`src/rtl/filter_1.sv`:
```
// filter_1: windowed pixel filter with valid/ready handshakes, per-session configuration and hit count.
// Defining FILTER_STAT_EN builds the saturating hit accumulator driven onto stat_hits.
module filter_1 #(
  parameter  int PIXEL_SIZE = 3,
  parameter  int PIXEL_NUM  = 4,
  localparam int W          = 1 << PIXEL_SIZE,
  localparam int C          = $clog2(PIXEL_NUM + 1)
) (
  input  logic         clk,
  input  logic         areset,
  input  logic         enable,
  input  logic         clear,
  input  logic [2:0]   mode,
  input  logic [W-1:0] omega,
  input  logic [W-1:0] epsilon,
  input  logic [W-1:0] pixel [PIXEL_NUM],
  input  logic         in_valid,
  output logic         in_ready,
  output logic [W-1:0] result [PIXEL_NUM],
  output logic [C-1:0] hit_count,
  output logic [W-1:0] round,
  output logic         out_valid,
  input  logic         out_ready,
  output logic         busy,
  output logic [15:0]  stat_hits
);

  typedef enum logic [1:0] {
    S_IDLE  = 2'd0,
    S_RUN   = 2'd1,
    S_DRAIN = 2'd2
  } state_t;

  state_t         state_q, state_d;
  logic [2:0]     mode_q, mode_d;
  logic [W-1:0]   omega_q, omega_d;
  logic [W-1:0]   eps_q, eps_d;
  logic [W-1:0]   r_q, r_d;
  logic [W-1:0]   result_q [PIXEL_NUM];
  logic [W-1:0]   result_d [PIXEL_NUM];
  logic [C-1:0]   hit_q, hit_d;
  logic [W-1:0]   round_q, round_d;
  logic           out_valid_q, out_valid_d;
  logic           in_ready_s;
  logic           accept_s;
  logic [PIXEL_NUM-1:0] in_win_s;
  logic [W-1:0]   filt_s [PIXEL_NUM];
  logic [C-1:0]   cnt_s;

  // Window test and mode-selected value for every pixel of the incoming beat
  always_comb begin
    cnt_s    = {C{1'b0}};
    in_win_s = {PIXEL_NUM{1'b0}};
    for (int i = 0; i < PIXEL_NUM; i++) begin
      filt_s[i]   = {W{1'b0}};
      // An inverted or equal window yields no hits without a separate check
      in_win_s[i] = (omega_q < pixel[i]) && (pixel[i] < eps_q);
      case (mode_q)
        3'd0:    filt_s[i] = in_win_s[i] ? {W{1'b1}} : {W{1'b0}};
        3'd1:    filt_s[i] = in_win_s[i] ? r_q : {W{1'b0}};
        3'd2:    filt_s[i] = in_win_s[i] ? pixel[i] : {W{1'b0}};
        3'd3:    filt_s[i] = in_win_s[i] ?
                             W'(32'(r_q) * 32'(PIXEL_NUM) + 32'(PIXEL_NUM - 1 - i)) : {W{1'b0}};
        3'd4:    filt_s[i] = in_win_s[i] ? pixel[i] - omega_q : {W{1'b0}};
        3'd5:    filt_s[i] = in_win_s[i] ? eps_q - pixel[i] : {W{1'b0}};
        3'd6:    filt_s[i] = in_win_s[i] ? {W{1'b0}} : pixel[i];
        default: filt_s[i] = {W{1'b0}};
      endcase
      cnt_s = cnt_s + C'(in_win_s[i]);
    end
  end

  // Session FSM: configuration latch, handshakes and output beat register
  always_comb begin
    state_d     = state_q;
    mode_d      = mode_q;
    omega_d     = omega_q;
    eps_d       = eps_q;
    r_d         = r_q;
    result_d    = result_q;
    hit_d       = hit_q;
    round_d     = round_q;
    out_valid_d = out_valid_q;
    in_ready_s  = 1'b0;
    accept_s    = 1'b0;
    case (state_q)
      S_IDLE: begin
        if (enable) begin
          mode_d  = mode;
          omega_d = omega;
          eps_d   = epsilon;
          r_d     = {W{1'b0}};
          for (int i = 0; i < PIXEL_NUM; i++) begin
            result_d[i] = {W{1'b0}};
          end
          state_d = S_RUN;
        end else begin
          state_d = S_IDLE;
        end
      end
      S_RUN: begin
        in_ready_s = !clear && (!out_valid_q || out_ready);
        accept_s   = in_ready_s && in_valid;
        if (clear) begin
          if (out_valid_q && !out_ready) begin
            state_d = S_DRAIN;
          end else begin
            state_d     = S_IDLE;
            out_valid_d = 1'b0;
          end
        end else if (accept_s) begin
          result_d    = filt_s;
          hit_d       = cnt_s;
          round_d     = r_q;
          out_valid_d = 1'b1;
          r_d         = r_q + W'(1'b1);
        end else if (out_ready) begin
          out_valid_d = 1'b0;
        end else begin
          out_valid_d = out_valid_q;
        end
      end
      S_DRAIN: begin
        if (out_ready) begin
          state_d     = S_IDLE;
          out_valid_d = 1'b0;
        end else begin
          state_d = S_DRAIN;
        end
      end
      default: begin
        state_d     = S_IDLE;
        out_valid_d = 1'b0;
      end
    endcase
  end

  // State and output registers
  always_ff @(posedge clk or negedge areset) begin
    if (!areset) begin
      state_q     <= S_IDLE;
      mode_q      <= 3'd0;
      omega_q     <= {W{1'b0}};
      eps_q       <= {W{1'b0}};
      r_q         <= {W{1'b0}};
      hit_q       <= {C{1'b0}};
      round_q     <= {W{1'b0}};
      out_valid_q <= 1'b0;
      for (int i = 0; i < PIXEL_NUM; i++) begin
        result_q[i] <= {W{1'b0}};
      end
    end else begin
      state_q     <= state_d;
      mode_q      <= mode_d;
      omega_q     <= omega_d;
      eps_q       <= eps_d;
      r_q         <= r_d;
      hit_q       <= hit_d;
      round_q     <= round_d;
      out_valid_q <= out_valid_d;
      result_q    <= result_d;
    end
  end

`ifdef FILTER_STAT_EN
  logic [15:0] stat_q, stat_d;
  logic [16:0] stat_sum_s;

  // Saturating hit accumulator, restarted at each session start
  always_comb begin
    stat_sum_s = {1'b0, stat_q} + 17'(cnt_s);
    if (state_q == S_IDLE && enable) begin
      stat_d = 16'h0000;
    end else if (accept_s) begin
      stat_d = stat_sum_s[16] ? 16'hFFFF : stat_sum_s[15:0];
    end else begin
      stat_d = stat_q;
    end
  end

  // Accumulator register
  always_ff @(posedge clk or negedge areset) begin
    if (!areset) begin
      stat_q <= 16'h0000;
    end else begin
      stat_q <= stat_d;
    end
  end

  assign stat_hits = stat_q;
`else
  assign stat_hits = 16'h0000;
`endif

  assign in_ready  = in_ready_s;
  assign result    = result_q;
  assign hit_count = hit_q;
  assign round     = round_q;
  assign out_valid = out_valid_q;
  assign busy      = (state_q != S_IDLE);

endmodule

```
`config.mk`:
```
export PLATFORM = sky130hd
export DESIGN_NAME = filter_1
export DESIGN_NICKNAME = d
export VERILOG_FILES = /design/src/rtl/filter_1.sv
export SDC_FILE = /design/constraint.sdc
export NUM_CORES = 1
export LEC_CHECK = 0
export ABC_AREA = 1
export BUFFER_PORTS_ARGS = -buffer_cell sky130_fd_sc_hd__buf_4
export CELL_PAD_IN_SITES_DETAIL_PLACEMENT = 0
export CELL_PAD_IN_SITES_GLOBAL_PLACEMENT = 1
export CORE_ASPECT_RATIO = 0.75
export CORE_MARGIN = 4
export CORE_UTILIZATION = 28
export CTS_BUF_LIST = sky130_fd_sc_hd__clkbuf_8 sky130_fd_sc_hd__clkbuf_16
export CTS_CLUSTER_DIAMETER = 50
export DETAILED_ROUTE_END_ITERATION = 12
export PLACE_DENSITY = 0.67
export SLEW_MARGIN = 20
export SYNTH_ARGS = -nofsm -noshare
export SYNTH_HDL_FRONTEND = slang
export SYNTH_SLANG_ARGS = --single-unit
```
`constraint.sdc`:
```
create_clock -name clk -period 3.9 [get_ports clk]
set_input_delay 0.585 -clock clk [delete_from_list [all_inputs] [get_ports clk]]
set_output_delay 0.585 -clock clk [all_outputs]
set_load 0.005 [all_outputs]
```
=== Word-level counts from Yosys, hierarchy flattened ===
Index checks and enable logic that the tools add are counted.

* Register bits: 73
* Word-level logic and storage cells: 120

* Add/sub/neg operators: 15
* Order comparisons: 8
* Equality and inequality tests: 13
* Multiplexer cells: 51
* Bitwise logic cells: 2
* Reduce and logical (&&, ||, !) cells: 19

{| class="wikitable"
|+ Operators by type and width
! operator !! number
|-
| two-way mux 8 bit || 31
|-
| case mux 8 bit (7 select lines) || 4
|-
| two-way mux 32 bit || 3
|-
| < comparator 8 bit || 8
|-
| case mux 32 bit (2 select lines) || 1
|-
| subtractor 8 bit || 8
|-
| adder 8 x 1 -> 8 bit (second input constant) || 2
|-
| adder 8 x 2 -> 8 bit (second input constant) || 2
|-
| case mux 8 bit (2 select lines) || 1
|-
| equality test 3 bit (second input constant) || 3
|-
| inequality test 2 bit (second input constant) || 4
|-
| logical AND 1 bit || 7
|-
| equality test 3 x 2 -> 1 bit (second input constant) || 2
|-
| two-way mux 1 bit || 6
|-
| two-way mux 2 bit || 3
|-
| case mux 2 bit (3 select lines) || 1
|-
| AND reduction 2 bit || 2
|-
| AND reduction 4 bit || 1
|-
| nonzero test 2 bit || 2
|-
| adder 2 x 1 -> 3 bit || 1
|-
| adder 3 x 1 -> 3 bit || 1
|-
| equality test 3 x 1 -> 1 bit (second input constant) || 1
|-
| logical NOT 1 bit || 3
|-
| logical NOT 3 bit || 1
|-
| 9 further kinds || 10
|}

=== Depth between registers and ports, before layout ===
Gate-level depths: netlist (run 1).

* Depth in word-level cells: 7
* Gate-level depth with buffers: 15
* Depth with buffers taken out: 15

=== Worst setup path before layout (run 1) ===
Ideal clock, no wire load.

* Path type: input to register
* From: input pixel[16] in the netlist's numbering
* To: register hit_q[1] (netlist: hit_count[1])
* Data arrival time: 3128 ps
* Data required time: 3775 ps
* Setup slack: 647 ps
* Stages: 13
* Path through: inv_1 ha_1 fa_1 o21ai_0 nand2_1 nand2_1 nand3_1 buf_2 fa_1 inv_1 ha_1 ha_1 mux2_2

* Longest elaborated chain between the ends: 5
* Elaborated cells between the ends (all ways): 6
* Classes of those cells: add/sub (3); order compare (2); reduce/logical (1)

{| class="wikitable"
|+ Ends and longest elaborated chain
! item !! line !! source
|-
| start, declared || 16 || <nowiki>input logic [W-1:0] pixel [PIXEL_NUM],</nowiki>
|-
| < comparator 8 bit || 57 || <nowiki>in_win_s[i] = (omega_q < pixel[i]) && (pixel[i] < eps_q);</nowiki>
|-
| logical AND 1 bit (*) || 57 ||
|-
| adder 1 x 1 -> 2 bit (*) || 69 || <nowiki>cnt_s = cnt_s + C'(in_win_s[i]);</nowiki>
|-
| adder 2 x 1 -> 3 bit (*) || 69 ||
|-
| adder 3 x 1 -> 3 bit (*) || 69 ||
|-
| via cnt_s[1] || 48 || <nowiki>logic [C-1:0] cnt_s;</nowiki>
|-
| end signal, assigned || 146 || <nowiki>hit_q <= {C{1'b0}};</nowiki>
|-
| end signal, assigned || 158 || <nowiki>hit_q <= hit_d;</nowiki>
|-
| end, declared || 41 || <nowiki>logic [C-1:0] hit_q, hit_d;</nowiki>
|}

Mark *: on every way through the listed nets, which the timed path passes. The rest lies on a longest branch.
A chain may end at the register's enable or synchronous reset.

=== Worst setup path in the final report (run 1) ===
* From: register omega_q[0]
* To: register hit_q[1] (netlist: hit_count[1])

* Longest elaborated chain between the ends: 5
* Elaborated cells between the ends (all ways): 11
* Classes of those cells: add/sub (3); order compare (4); reduce/logical (4)

{| class="wikitable"
|+ Ends and longest elaborated chain
! item !! line !! source
|-
| start, declared || 36 || <nowiki>logic [W-1:0] omega_q, omega_d;</nowiki>
|-
| start signal, assigned || 143 || <nowiki>omega_q <= {W{1'b0}};</nowiki>
|-
| start signal, assigned || 155 || <nowiki>omega_q <= omega_d;</nowiki>
|-
| < comparator 8 bit || 57 ||
|-
| logical AND 1 bit || 57 ||
|-
| adder 1 x 1 -> 2 bit || 69 ||
|-
| adder 2 x 1 -> 3 bit || 69 ||
|-
| adder 3 x 1 -> 3 bit (*) || 69 ||
|-
| via cnt_s[1] || 48 ||
|}

Marked as above.

==> load_flow_metrics.sql, run 1 <==
INSERT INTO impl_metrics (metric_group, metric, value, unit) VALUES
('clock_tree', 'post-cts-setup-buffers', '0', ''),
('drt', 'dr.first_iter.drc_count', '703', ''),
('sta', 'fin_crit', '3280', 'ps'),
('drt', 'count_of_vias_placed_by_the_detailed_router', '7643', ''),
('floorplanning', 'floorplan.core_area', '0.0260', 'sq mm'),
('synth', 'syn_area_per_cell', '6.63', 'sq um'),
('layout', 'layout.cells.non_filler', '1570', ''),
('sta', 'setup_ws', '618', 'ps'),
('clock_tree', 'cts_hold_repair.buffers', '0', ''),
('drt', 'finalWirelength', '28300', 'um'),
('synth', 'synthesis.instances', '1114', ''),
('critical_path', 'cp_max_fo', '5', ''),
('synth', 'post_synthesis_sequential_area_ratio', '0.247', ''),
('clock_tree', 'cts-resized-gates', '0', ''),
('critical_path', 'path_class', 'reg2reg', ''),
('power_and_ir_drop', 'power_switching_share', '0.481', ''),
('drt', 'met3WireLength', '1820', 'um'),
('placement', 'place_area', '0.00855', 'sq mm'),
('floorplanning', 'area_of_the_die', '0.0291', 'sq mm'),
('layout', 'finish.net_count', '1358', ''),
('sta', 'unrepaired_setup_endpoints_after_global_routing', 'false', ''),
('floorplanning', 'pin_count', '119', ''),
('grt', 'first_pass_grt_wire_length', '43000', 'um'),
('drt', 'met2_wirelength', '11800', 'um'),
('power_and_ir_drop', 'comb_power_share', '0.565', ''),
('grt', 'largest_net_degree_at_the_start_of_global_routing', '74', ''),
('power_and_ir_drop', 'worst_ir_drop_on_vdd', '0.229', 'mV'),
('clock_tree', 'clock_latency_on_the_worst_skew_pair', '350', 'ps'),
('synth', 'async_reset_ff_frac', '1.00', ''),
('outcome', 'outcome', 'completed', ''),
('grt', 'antenna_violations_before_repair', '0', ''),
('placement', 'buffer_ports.inserted', '102', ''),
('layout', 'fill_cells', '2867', ''),
('sta', 'slew-limit-headroom', '0.389', ''),
('floorplanning', 'fp-row-count', '51', ''),
('synth', 'postSynth.topFlopCell', 'sky130_fd_sc_hd__dfrtp_1', ''),
('sta', 'slew_viol_final', '0', ''),
('flow_run', 'maxCapViolations', '0', ''),
('drt', 'routedWlPerCell', '18.0', 'um'),
('floorplanning', 'die_y', '149', 'um'),
('drt', 'average_via_count_per_standard_cell', '4.87', ''),
('clock_tree', 'cts.path.max_buffers', '2', ''),
('critical_path', 'required_arrival_time_at_the_worst_endpoint', '4140', 'ps'),
('grt', 'grt.total_usage', '0.193', ''),
('layout', 'final_layout_size_suffix_gt1_frac', '0.141', ''),
('sta', 'clock_skew', '9.43', 'ps'),
('critical_path', 'cp-end-kind', 'flip-flop', ''),
('min_path', 'worstHoldPathType', 'in2async', ''),
('power_and_ir_drop', 'power-per-cell-area', '473', 'mW/mm^2'),
('floorplanning', 'x_dimension_of_the_die', '196', 'um'),
('drt', 'routed.top_layer', 'met4', ''),
('power_and_ir_drop', 'seqPwrFrac', '0.240', ''),
('clock_tree', 'cts_inserted_buffers', '9', ''),
('placement', 'dp_cells', '1554', ''),
('drt', 'detail-route-antenna-nets', '0', ''),
('placement', 'post-dp-hpwl', '22000', 'um'),
('synth', 'yosys_warnings', '0', ''),
('power_and_ir_drop', 'total_switching_power', '2010', 'uW'),
('power_and_ir_drop', 'static-leakage-power', '0.00474', 'uW'),
('sta', 'timing.setup.tns', '0', 'ps'),
('layout', 'seq_area', '0.00183', 'sq mm'),
('sta', 'setup_viol_count_final', '0', ''),
('clock_tree', 'clock_sinks', '73', ''),
('sta', 'timing.fmax', '305', 'MHz'),
('drt', 'post-route-drc-count', '0', ''),
('layout', 'num_antenna_cells', '0', ''),
('synth', 'synth_cell_type_count', '46', ''),
('sta', 'max_slew.worst_pin.slew', '912', 'ps'),
('floorplanning', 'floorplan.initialDensity', '0.285', ''),
('layout', 'multi_input_area', '0.00487', 'sq mm'),
('critical_path', 'crit_path_start_kind', 'flip-flop', '');
flip-flops by register name (all words and copies together) (netlist names):
name	cells
result	32
eps_q	8
omega_q	8
r_q	8
round	8
hit_count	3
mode_q	3
state_q	2
out_valid	1
layer usage:
layer | vias to the layer above | GRT usage
li1 | 3861 | -
met1 | 3510 | 0.293
met2 | 245 | 0.283
met3 | 27 | 0.0353
met4 | 0 | 0.0447
met5 | - | 0
final cells by class:
type / instances / share of cell area
clock buffers: 10 / 0.0271
multi-input cells: 875 / 0.551
clock inverters: 6 / 0.00482
repair buffers: 117 / 0.0999
flip-flops and latches: 73 / 0.207
well taps: 344 / 0.0487
inverters: 145 / 0.0618
cell usage after synthesis (7+ instances only):
master | instances | area share
sky130_fd_sc_hd__nand3_1 | 95 | 0.064
sky130_fd_sc_hd__buf_4 | 16 | 0.016
sky130_fd_sc_hd__nand2_1 | 347 | 0.18
sky130_fd_sc_hd__or2_2 | 12 | 0.010
sky130_fd_sc_hd__ha_1 | 71 | 0.12
sky130_fd_sc_hd__a21oi_1 | 74 | 0.050
sky130_fd_sc_hd__o21a_1 | 7 | 0.0071
sky130_fd_sc_hd__nor2_1 | 81 | 0.041
sky130_fd_sc_hd__a21oi_2 | 10 | 0.012
sky130_fd_sc_hd__fa_1 | 9 | 0.024
sky130_fd_sc_hd__nor3_1 | 8 | 0.0054
sky130_fd_sc_hd__dfrtp_1 | 73 | 0.25
sky130_fd_sc_hd__inv_1 | 141 | 0.072
sky130_fd_sc_hd__nand3b_1 | 14 | 0.014
sky130_fd_sc_hd__nand4_1 | 23 | 0.019
sky130_fd_sc_hd__clkbuf_1 | 12 | 0.0061
sky130_fd_sc_hd__mux2_2 | 11 | 0.017
sky130_fd_sc_hd__o21ai_0 | 51 | 0.035
cell usage in the layout (no fill, tap or decap), drive strengths merged, types with 23 or more instances in the layout:
cell and n:
nand3 96, nand2 347, buf 117, a21oi 84, nand4 23, o21ai 54, nor2 82, dfrtp 73
inv 147, ha 71
final timing paths:
path                            depth (start not counted)                   start  slack (ps)                  endpoint
worst min register to register                          2  result[11]$_DFFE_PN0P_         480    result[11]$_DFFE_PN0P_
worst max-delay path                                   11  omega_q[0]$_DFFE_PN0P_         620  hit_count[1]$_DFFE_PN0P_
min in group clk                                        2               out_ready         420    state_q[1]$_DFFE_PN0P_
worst min-delay path                                    1                  areset         210    result[30]$_DFFE_PN0P_
worst max register to register                         11  omega_q[0]$_DFFE_PN0P_         620  hit_count[1]$_DFFE_PN0P_
max in group asynchronous                               1                  areset        3120    omega_q[1]$_DFFE_PN0P_
power by group through the flow:
stage | sequential (uW) | combinational (uW) | clock [uW]
2_1_floorplan | 964 | 1560 | 0
3_3_place_gp | 1010 | 2340 | 0
3_5_place_dp | 1010 | 2330 | 0
4_1_cts | 1000 | 2350 | 851
5_1_grt | 1010 | 2660 | 878
6_report | 1000 | 2360 | 816
through the flow:
stage                     utilization  power, uW
after floorplan                     -       2520
after global placement          0.329       3360
after detailed placement        0.329       3350
after CTS                       0.340       4200
after global routing            0.340       4550
final                           0.340       4180
critical path, cell delays in order (launching register included):
cell	delay (ps)
sky130_fd_sc_hd__dfrtp_1	490
sky130_fd_sc_hd__ha_1	260
sky130_fd_sc_hd__fa_1	420
sky130_fd_sc_hd__o21ai_0	370
sky130_fd_sc_hd__nand2_1	90
sky130_fd_sc_hd__nand2_1	100
sky130_fd_sc_hd__nand3_1	110
sky130_fd_sc_hd__fa_1	550
sky130_fd_sc_hd__inv_1	70
sky130_fd_sc_hd__ha_1	180
sky130_fd_sc_hd__ha_1	280
sky130_fd_sc_hd__mux2_2	250
kinds of logic after synthesis:
family,Yosys count,share of synthesized area
AOI/OAI and AO/OA,170,0.133
xor gates and xnor gates,8,0.00948
adders and majority gates,80,0.145
buffers and inverters,181,0.103
DFF,73,0.247
muxes,11,0.0168
other,1,0.000507
and+or+nand+nor,590,0.346
Note: power is estimated with default switching activity, not from simulation.
==> run 2, diff against run 1 <==
--- a/config.mk
+++ b/config.mk
@@ -5,7 +5,7 @@
 export SDC_FILE = /design/constraint.sdc
 export NUM_CORES = 1
 export LEC_CHECK = 0
-export ABC_AREA = 1
+export ABC_AREA = 0
 export BUFFER_PORTS_ARGS = -buffer_cell sky130_fd_sc_hd__buf_4
 export CELL_PAD_IN_SITES_DETAIL_PLACEMENT = 0
 export CELL_PAD_IN_SITES_GLOBAL_PLACEMENT = 1
@@ -15,7 +15,7 @@
 export CTS_BUF_LIST = sky130_fd_sc_hd__clkbuf_8 sky130_fd_sc_hd__clkbuf_16
 export CTS_CLUSTER_DIAMETER = 50
 export DETAILED_ROUTE_END_ITERATION = 12
-export PLACE_DENSITY = 0.67
+export PLACE_DENSITY = 0.65
 export SLEW_MARGIN = 20
 export SYNTH_ARGS = -nofsm -noshare
 export SYNTH_HDL_FRONTEND = slang
==> constraint.sdc (replaced) <==
create_clock -name clk -period 3.4 [get_ports clk]
set_input_delay 0.51 -clock clk [delete_from_list [all_inputs] [get_ports clk]]
set_output_delay 0.51 -clock clk [all_outputs]
set_load 0.005 [all_outputs]
==> run 2 against run 1 <==
Against the previous run: worst hold slack got worse by 39 ps; clock power rose by 40%; cell count shrank 16%; via count is 10% lower; synthesized area decreased by 4.2%; sequential power grew 13%; total power grew 22%; combinational power grew 20%; critical path type unchanged; largest cell class unchanged; highest routed layer unchanged.
==> load_flow_metrics.sql, run 2 <==
INSERT INTO impl_metrics (metric_group, metric, value, unit) VALUES
('outcome', 'outcome', 'completed', ''),
('clock_tree', 'clock_latency_on_the_worst_skew_pair', '360', 'ps'),
('critical_path', 'cp-end-kind', 'flip-flop', ''),
('layout', 'syn_to_final_growth', '25.3', '%'),
('layout', 'final_layout_size_suffix_gt1_frac', '0.243', ''),
('sta', 'unrepaired_setup_endpoints_after_global_routing', 'false', ''),
('sta', 'finalHoldViolCount', '0', ''),
('synth', 'synth.top_cell.area_share', '0.258', ''),
('drt', 'detail-route-antenna-nets', '0', ''),
('layout', 'most_frequent_cells_in_the_layout', 'sky130_fd_sc_hd__buf_4, sky130_fd_sc_hd__dfrtp_1, sky130_fd_sc_hd__o21ai_0', ''),
('critical_path', 'worst-path-stages', '12', ''),
('floorplanning', 'fp-row-count', '50', ''),
('synth', 'synth_commonest_cells', 'sky130_fd_sc_hd__dfrtp_1, sky130_fd_sc_hd__ha_1, sky130_fd_sc_hd__o21ai_0', ''),
('layout', 'finish.net_count', '1106', ''),
('synth', 'synth_edf_count', '0', ''),
('clock_tree', 'clockRootBuffer', 'sky130_fd_sc_hd__clkbuf_16', ''),
('critical_path', 'cp_slowest_cell', 'sky130_fd_sc_hd__dfrtp_1', ''),
('synth', 'cell_types_with_the_largest_area_share_after_synthesis', 'sky130_fd_sc_hd__dfrtp_1, sky130_fd_sc_hd__ha_1, sky130_fd_sc_hd__mux2_2, sky130_fd_sc_hd__o21ai_0, sky130_fd_sc_hd__inv_1', ''),
('drt', 'finalWirelength', '27100', 'um'),
('sta', 'timing.fmax', '305', 'MHz'),
('synth', 'synth_compound_gate_area_share', '0.244', ''),
('critical_path', 'rr_worst_depth', '12', ''),
('synth', 'synthesis.instances', '838', ''),
('critical_path', 'crit_chain', 'ha_1 > nor2b_1 > o21ai_0 > nand2b_1 > a311oi_1 > nor3b_4 > inv_2 > fa_1 > inv_1 > ha_1 > ha_1 > mux2_2', ''),
('sta', 'final.period_utilization', '0.963', ''),
('floorplanning', 'floorplan.core_area', '0.0249', 'sq mm'),
('critical_path', 'timing.critical_path.slowest_cell_delay', '520', 'ps'),
('grt', 'largest_net_degree_at_the_start_of_global_routing', '74', ''),
('grt', 'first_global_vias', '6538', ''),
('synth', 'netlist_area', '0.00708', 'sq mm'),
('clock_tree', 'cts_tree', 'built', ''),
('drt', 'routed.top_layer', 'met4', ''),
('synth', 'share_of_synthesized_cell_area_in_full_adder_half_adder_and_majority_cells', '0.151', ''),
('critical_path', 'path_class', 'reg2reg', ''),
('placement', 'post-dp-hpwl', '21100', 'um'),
('floorplanning', 'area_of_the_die', '0.0279', 'sq mm'),
('critical_path', 'cpLargestDelayFamily', 'adder cells', ''),
('sta', 'clock_skew', '5.47', 'ps'),
('placement', 'buffer_ports.inserted', '102', ''),
('clock_tree', 'cts_inserted_buffers', '9', ''),
('drt', 'met2_wirelength', '10700', 'um'),
('layout', 'layout.cells.non_filler', '1311', ''),
('synth', 'syn_area_per_cell', '8.44', 'sq um'),
('placement', 'dp_cells', '1295', ''),
('sta', 'fin_crit', '3270', 'ps'),
('critical_path', 'cp_common_cell', 'sky130_fd_sc_hd__ha_1', ''),
('layout', 'num_antenna_cells', '0', ''),
('layout', 'flip_flop_count_of_the_largest_register_after_layout', '32', ''),
('synth', 'post_synth_xor_area_fraction', '0.0384', ''),
('power_and_ir_drop', 'static-leakage-power', '0.00414', 'uW'),
('layout', 'mostFrequentLayoutCell', 'sky130_fd_sc_hd__buf_4', ''),
('drt', 'met3WireLength', '2350', 'um'),
('synth', 'synth_area_leader_cell', 'sky130_fd_sc_hd__dfrtp_1', ''),
('drt', 'count_of_vias_placed_by_the_detailed_router', '6863', ''),
('clock_tree', 'clock_sinks', '73', ''),
('critical_path', 'crit_path_start_kind', 'flip-flop', ''),
('critical_path', 'worst-path-buf-inv', '2', ''),
('sta', 'slew-limit-headroom', '0.287', ''),
('synth', 'yosys.cell_count.top_type', 'sky130_fd_sc_hd__dfrtp_1', ''),
('drt', 'wl_met1', '13600', 'um'),
('synth', 'synth_cell_type_count', '74', ''),
('critical_path', 'worstPathArrival', '3520', 'ps'),
('synth', 'synth.area.mux_share', '0.0619', ''),
('grt', 'grt.total_usage', '0.193', ''),
('drt', 'routedWlPerCell', '20.7', 'um'),
('synth', 'synth_simple_gate_area_frac', '0.172', ''),
('sta', 'slew_viol_final', '0', ''),
('synth', 'flop_and_latch_count_out_of_synthesis', '73', ''),
('power_and_ir_drop', 'worst_ir_drop_on_vdd', '0.284', 'mV'),
('floorplanning', 'floorplan.initialDensity', '0.284', ''),
('drt', 'drt_pass1_iterations', '5', ''),
('clock_tree', 'cts.clk_slew.worst_paths', '60', 'ps'),
('clock_tree', 'htree_levels', '3', ''),
('synth', 'async_reset_ff_frac', '1.00', ''),
('flow_run', 'maxCapViolations', '0', ''),
('floorplanning', 'die_y', '146', 'um'),
('synth', 'synth_top_family_by_area', 'compound AO/OA/AOI/OAI gates', ''),
('layout', 'final_util', '0.356', ''),
('min_path', 'worstHoldPathType', 'in2async', ''),
('critical_path', 'cp_max_fo', '5', ''),
('layout', 'fill_cells', '2620', ''),
('critical_path', 'required_arrival_time_at_the_worst_endpoint', '3640', 'ps'),
('clock_tree', 'cts.path.max_buffers', '2', ''),
('synth', 'post_synthesis_sequential_area_ratio', '0.258', ''),
('drt', 'dr.first_iter.drc_count', '559', ''),
('drt', 'post-route-drc-count', '0', ''),
('sta', 'fin_worst_hold_slack', '174', 'ps'),
('floorplanning', 'pin_count', '119', ''),
('grt', 'first_pass_grt_wire_length', '41000', 'um'),
('synth', 'yosys_warnings', '0', ''),
('grt', 'remaining_global_route_overflow', '0', ''),
('synth', 'postSynth.topFlopCell', 'sky130_fd_sc_hd__dfrtp_1', ''),
('sta', 'max_slew.worst_pin.slew', '1070', 'ps'),
('power_and_ir_drop', 'power-per-cell-area', '577', 'mW/mm^2'),
('placement', 'routabilityCongestion', '0.931', ''),
('sta', 'setup_viol_count_final', '0', ''),
('floorplanning', 'x_dimension_of_the_die', '192', 'um'),
('grt', 'antenna_violations_before_repair', '0', ''),
('drt', 'average_via_count_per_standard_cell', '5.23', '');
==> run 2: cell types whose count changed in the layout (fill, tap and decap cells not counted), moves of 23 or more <==
cell	change
sky130_fd_sc_hd__a21oi_1	-28
sky130_fd_sc_hd__buf_4	+39
sky130_fd_sc_hd__inv_1	-79
sky130_fd_sc_hd__mux2_2	+23
sky130_fd_sc_hd__nand2_1	-292
sky130_fd_sc_hd__nand3_1	-72
sky130_fd_sc_hd__nor2_1	-36
==> run 2: metrics by stage <==
| step | setup TNS, ps | cell area (sq um) | total power, uW | worst slack (ps) |
|---|---|---|---|---|
| after floorplan | 0 | 7150 | 2870 | 12.9 |
| after global placement | -124 | 8470 | 3910 | -108 |
| after detailed placement | -222 | 8470 | 3890 | -163 |
| after CTS | 0 | 8810 | 5060 | 20.9 |
| after global routing | 0 | 8860 | 5450 | 16.3 |
| final | 0 | 8860 | 5110 | 125 |
==> run 2: timing repair <==
item                                    in CTS  in global routing
endpoints found under the setup margin       1                  3
gates resized for setup                      2                 12
setup buffers                                0                  1
hold buffers                                 0                  0
pin swaps                                    0                  3
==> run 2: report_power, final <==
group          internal (uW)  total [uW]  switching (uW)
logic                   1200        2840            1640
clock network            718        1140             422
registers                977        1130             154
total                   2900        5110            2210
==> run 2: logic make-up after synthesis <==
logic type	Yosys count
and+or+nand+nor	236
buffers and inverters	119
DFF	73
muxes	39
other	1
AOI/OAI and AO/OA	259
xor gates and xnor gates	31
adders and majority gates	80
==> run 2: per-layer routing <==
| layer | up-vias | global-route usage |
|---|---|---|
| li1 | 3329 | - |
| met4 | 0 | 0.0409 |
| met2 | 296 | 0.265 |
| met5 | - | 0 |
| met1 | 3210 | 0.299 |
| met3 | 28 | 0.0508 |
==> run 2: layout make-up <==
class                   count  area [sq um]  area share
clock buffers               9           225      0.0254
clock inverters             6           115      0.0130
inverters                  68           256      0.0289
multi-input cells         661          4840       0.546
flip-flops and latches     73          1830       0.206
well taps                 338           423      0.0477
repair buffers            156          1170       0.133
==> run 2: path summary, 6_finish.rpt <==
kind | start | endpoint | slack (ps)
worst min-delay path | areset | eps_q[3]$_DFFE_PN0P_ | 170
worst max register to register | eps_q[2]$_DFFE_PN0P_ | hit_count[1]$_DFFE_PN0P_ | 130
worst min register to register | result[20]$_DFFE_PN0P_ | result[20]$_DFFE_PN0P_ | 480
max in group asynchronous | areset | omega_q[1]$_DFFE_PN0P_ | 2700
min in group clk | omega[6] | omega_q[6]$_DFFE_PN0P_ | 380
worst max-delay path | eps_q[2]$_DFFE_PN0P_ | hit_count[1]$_DFFE_PN0P_ | 130
==> run 3, diff against run 2 <==
--- a/config.mk
+++ b/config.mk
@@ -5,8 +5,9 @@
 export SDC_FILE = /design/constraint.sdc
 export NUM_CORES = 1
 export LEC_CHECK = 0
-export ABC_AREA = 0
+export ABC_AREA = 1
 export BUFFER_PORTS_ARGS = -buffer_cell sky130_fd_sc_hd__buf_4
+export CAP_MARGIN = 20
 export CELL_PAD_IN_SITES_DETAIL_PLACEMENT = 0
 export CELL_PAD_IN_SITES_GLOBAL_PLACEMENT = 1
 export CORE_ASPECT_RATIO = 0.75
@@ -15,7 +16,7 @@
 export CTS_BUF_LIST = sky130_fd_sc_hd__clkbuf_8 sky130_fd_sc_hd__clkbuf_16
 export CTS_CLUSTER_DIAMETER = 50
 export DETAILED_ROUTE_END_ITERATION = 12
-export PLACE_DENSITY = 0.65
+export PLACE_DENSITY = 0.67
 export SLEW_MARGIN = 20
 export SYNTH_ARGS = -nofsm -noshare
 export SYNTH_HDL_FRONTEND = slang
==> run 3 against run 2 <==
Against the previous run: cell count grew 21%; largest cell class unchanged; worst setup slack gained 99 ps; wire length is 4.9% higher.
==> load_flow_metrics.sql, run 3 (same netlist as run 1, synthesis figures left out) <==
INSERT INTO impl_metrics (metric_group, metric, value, unit) VALUES
('drt', 'average_via_count_per_standard_cell', '4.79', ''),
('floorplanning', 'floorplan.initialDensity', '0.285', ''),
('floorplanning', 'pin_count', '119', ''),
('critical_path', 'crit_chain', 'ha_1 > fa_1 > inv_1 > nand3_1 > nand2_1 > nand2_1 > nand2_1 > nand3_2 > fa_1 > inv_1 > ha_1 > ha_1 > mux2_2', ''),
('sta', 'fin_crit', '3180', 'ps'),
('clock_tree', 'htree_levels', '3', ''),
('critical_path', 'crit_path_start_kind', 'flip-flop', ''),
('critical_path', 'timing.critical_path.slowest_cell_delay', '600', 'ps'),
('critical_path', 'required_arrival_time_at_the_worst_endpoint', '3660', 'ps'),
('sta', 'unrepaired_setup_endpoints_after_global_routing', 'false', ''),
('sta', 'setup_ws', '224', 'ps'),
('placement', 'place_area', '0.00868', 'sq mm'),
('clock_tree', 'cts_inserted_buffers', '9', ''),
('critical_path', 'worstPathArrival', '3440', 'ps'),
('clock_tree', 'cts.path.max_buffers', '2', ''),
('floorplanning', 'fp-row-count', '51', ''),
('grt', 'remaining_global_route_overflow', '0', ''),
('drt', 'count_of_vias_placed_by_the_detailed_router', '7593', ''),
('clock_tree', 'clock_latency_on_the_worst_skew_pair', '370', 'ps'),
('placement', 'dp_cells', '1569', ''),
('layout', 'flip_flop_count_of_the_largest_register_after_layout', '32', ''),
('sta', 'slew_viol_final', '0', ''),
('layout', 'fill_cells', '2852', ''),
('layout', 'mostFrequentLayoutCell', 'sky130_fd_sc_hd__nand2_1', ''),
('placement', 'routabilityCongestion', '0.910', ''),
('grt', 'grt.total_usage', '0.194', ''),
('drt', 'finalWirelength', '28400', 'um'),
('sta', 'fin_worst_hold_slack', '197', 'ps'),
('grt', 'largest_net_degree_at_the_start_of_global_routing', '54', ''),
('power_and_ir_drop', 'power-per-cell-area', '547', 'mW/mm^2'),
('clock_tree', 'clock_sinks', '73', ''),
('layout', 'syn_to_final_growth', '21.4', '%'),
('power_and_ir_drop', 'worst_ir_drop_on_vdd', '0.291', 'mV'),
('critical_path', 'cp_max_fo', '5', ''),
('critical_path', 'cpLargestDelayFamily', 'adder cells', ''),
('placement', 'buffer_ports.inserted', '102', ''),
('sta', 'clock_skew', '14.7', 'ps'),
('layout', 'final_layout_size_suffix_gt1_frac', '0.154', ''),
('sta', 'slew-limit-headroom', '0.366', ''),
('layout', 'multi_input_area', '0.00487', 'sq mm'),
('clock_tree', 'cts.clk_slew.worst_paths', '80', 'ps'),
('floorplanning', 'x_dimension_of_the_die', '196', 'um'),
('clock_tree', 'clockRootBuffer', 'sky130_fd_sc_hd__clkbuf_16', ''),
('power_and_ir_drop', 'static-leakage-power', '0.00481', 'uW'),
('drt', 'post-route-drc-count', '0', ''),
('flow_run', 'maxCapViolations', '0', ''),
('critical_path', 'path_class', 'reg2reg', ''),
('layout', 'most_frequent_cells_in_the_layout', 'sky130_fd_sc_hd__nand2_1, sky130_fd_sc_hd__inv_1, sky130_fd_sc_hd__buf_4', ''),
('sta', 'finalHoldViolCount', '0', ''),
('clock_tree', 'cts_hold_repair.buffers', '0', ''),
('floorplanning', 'die_y', '149', 'um'),
('drt', 'routedWlPerCell', '18.0', 'um'),
('sta', 'max_slew.worst_pin.slew', '948', 'ps'),
('critical_path', 'cp_slowest_cell', 'sky130_fd_sc_hd__fa_1', ''),
('placement', 'post-dp-hpwl', '22400', 'um'),
('drt', 'dr.first_iter.drc_count', '617', ''),
('sta', 'setup_viol_count_final', '0', ''),
('min_path', 'worstHoldPathType', 'in2async', ''),
('sta', 'final.period_utilization', '0.934', ''),
('clock_tree', 'cts_tree', 'built', ''),
('layout', 'finish.net_count', '1373', ''),
('critical_path', 'cp-end-kind', 'flip-flop', ''),
('drt', 'detail-route-antenna-nets', '0', ''),
('grt', 'first_pass_grt_wire_length', '43100', 'um'),
('outcome', 'outcome', 'completed', ''),
('critical_path', 'worst-path-buf-inv', '2', ''),
('layout', 'seq_area', '0.00183', 'sq mm'),
('floorplanning', 'area_of_the_die', '0.0291', 'sq mm'),
('sta', 'timing.fmax', '315', 'MHz'),
('floorplanning', 'floorplan.core_area', '0.0260', 'sq mm'),
('layout', 'layout.cells.non_filler', '1584', ''),
('grt', 'first_global_vias', '7218', ''),
('drt', 'drt_pass1_iterations', '5', ''),
('layout', 'postLayoutCellArea', '0.00897', 'sq mm'),
('placement', 'preCtsSetupSlack', '-7.40', 'ps'),
('grt', 'antenna_violations_before_repair', '0', ''),
('layout', 'num_antenna_cells', '0', '');
## run 3: cell count changes in the layout (fill, tap and decap cells not counted), moves of 12 or more
cell / previous run / this run
sky130_fd_sc_hd__buf_4: 155 / 130
sky130_fd_sc_hd__nand2b_1: 15 / 0
sky130_fd_sc_hd__nand2_1: 55 / 347
sky130_fd_sc_hd__mux2_2: 34 / 11
sky130_fd_sc_hd__nor2_1: 45 / 81
sky130_fd_sc_hd__nor2b_1: 18 / 0
sky130_fd_sc_hd__inv_1: 64 / 141
sky130_fd_sc_hd__o21ai_0: 70 / 51
sky130_fd_sc_hd__nand3_1: 23 / 94
sky130_fd_sc_hd__xnor2_1: 22 / 5
sky130_fd_sc_hd__and3_1: 12 / 0
sky130_fd_sc_hd__a21oi_1: 46 / 74
## run 3: worst register-to-register path: cells and delay by family (launching register included)
| family | cells | cell delay, ps |
|---|---|---|
| flip-flops | 1 | 470 |
| AND/OR/NAND/NOR | 5 | 480 |
| multiplexers | 1 | 260 |
| adder cells (fa/ha/maj) | 5 | 1700 |
| buffers and inverters | 2 | 160 |
## run 3: power by group
group / leakage, uW / total (uW) / internal [uW] / switching [uW]
logic: 0.00371 / 2790 / 1030 / 1760
clock network: 0.000135 / 972 / 517 / 455
registers: 0.000957 / 1150 / 1000 / 145
total: 0.00481 / 4910 / 2550 / 2360
## run 3: through the flow
step           total power, uW  utilization  setup TNS, ps
2_1_floorplan             2900            -              0
3_3_place_gp              3920        0.334              0
3_5_place_dp              3920        0.334          -7.40
4_1_cts                   4920        0.345              0
5_1_grt                   5330        0.345              0
6_report                  4910        0.345              0
## run 3: area by class of cell
type / instances / area share
flip-flops and latches: 73 / 0.204
clock buffers: 10 / 0.0266
clock inverters: 5 / 0.00432
inverters: 145 / 0.0608
well taps: 344 / 0.0480
multi-input cells: 875 / 0.543
repair buffers: 132 / 0.113
## run 3: final timing paths
path | start | end | slack [ps] | cells after the start
max | omega_q[0]$_DFFE_PN0P_ | hit_count[1]$_DFFE_PN0P_ | 220 | 13
min reg2reg | r_q[6]$_DFFE_PN0P_ | r_q[6]$_DFFE_PN0P_ | 480 | 2
max reg2reg | omega_q[0]$_DFFE_PN0P_ | hit_count[1]$_DFFE_PN0P_ | 220 | 13
min | areset | result[28]$_DFFE_PN0P_ | 200 | 1
max in group asynchronous | areset | state_q[0]$_DFFE_PN0P_ | 2560 | 2
min in group clk | out_ready | state_q[1]$_DFFE_PN0P_ | 340 | 2
## run 3: routing by layer
layer  wire (um)  track usage
met1       14800        0.300
met2       11600        0.278
met3        1550       0.0331
met4         505       0.0475
met5           0            0
## run 3: what timing repair did
action                                  in CTS  in global routing
setup buffers                                0                  0
endpoints found under the setup margin       0                  1
resized for setup                            0                  2
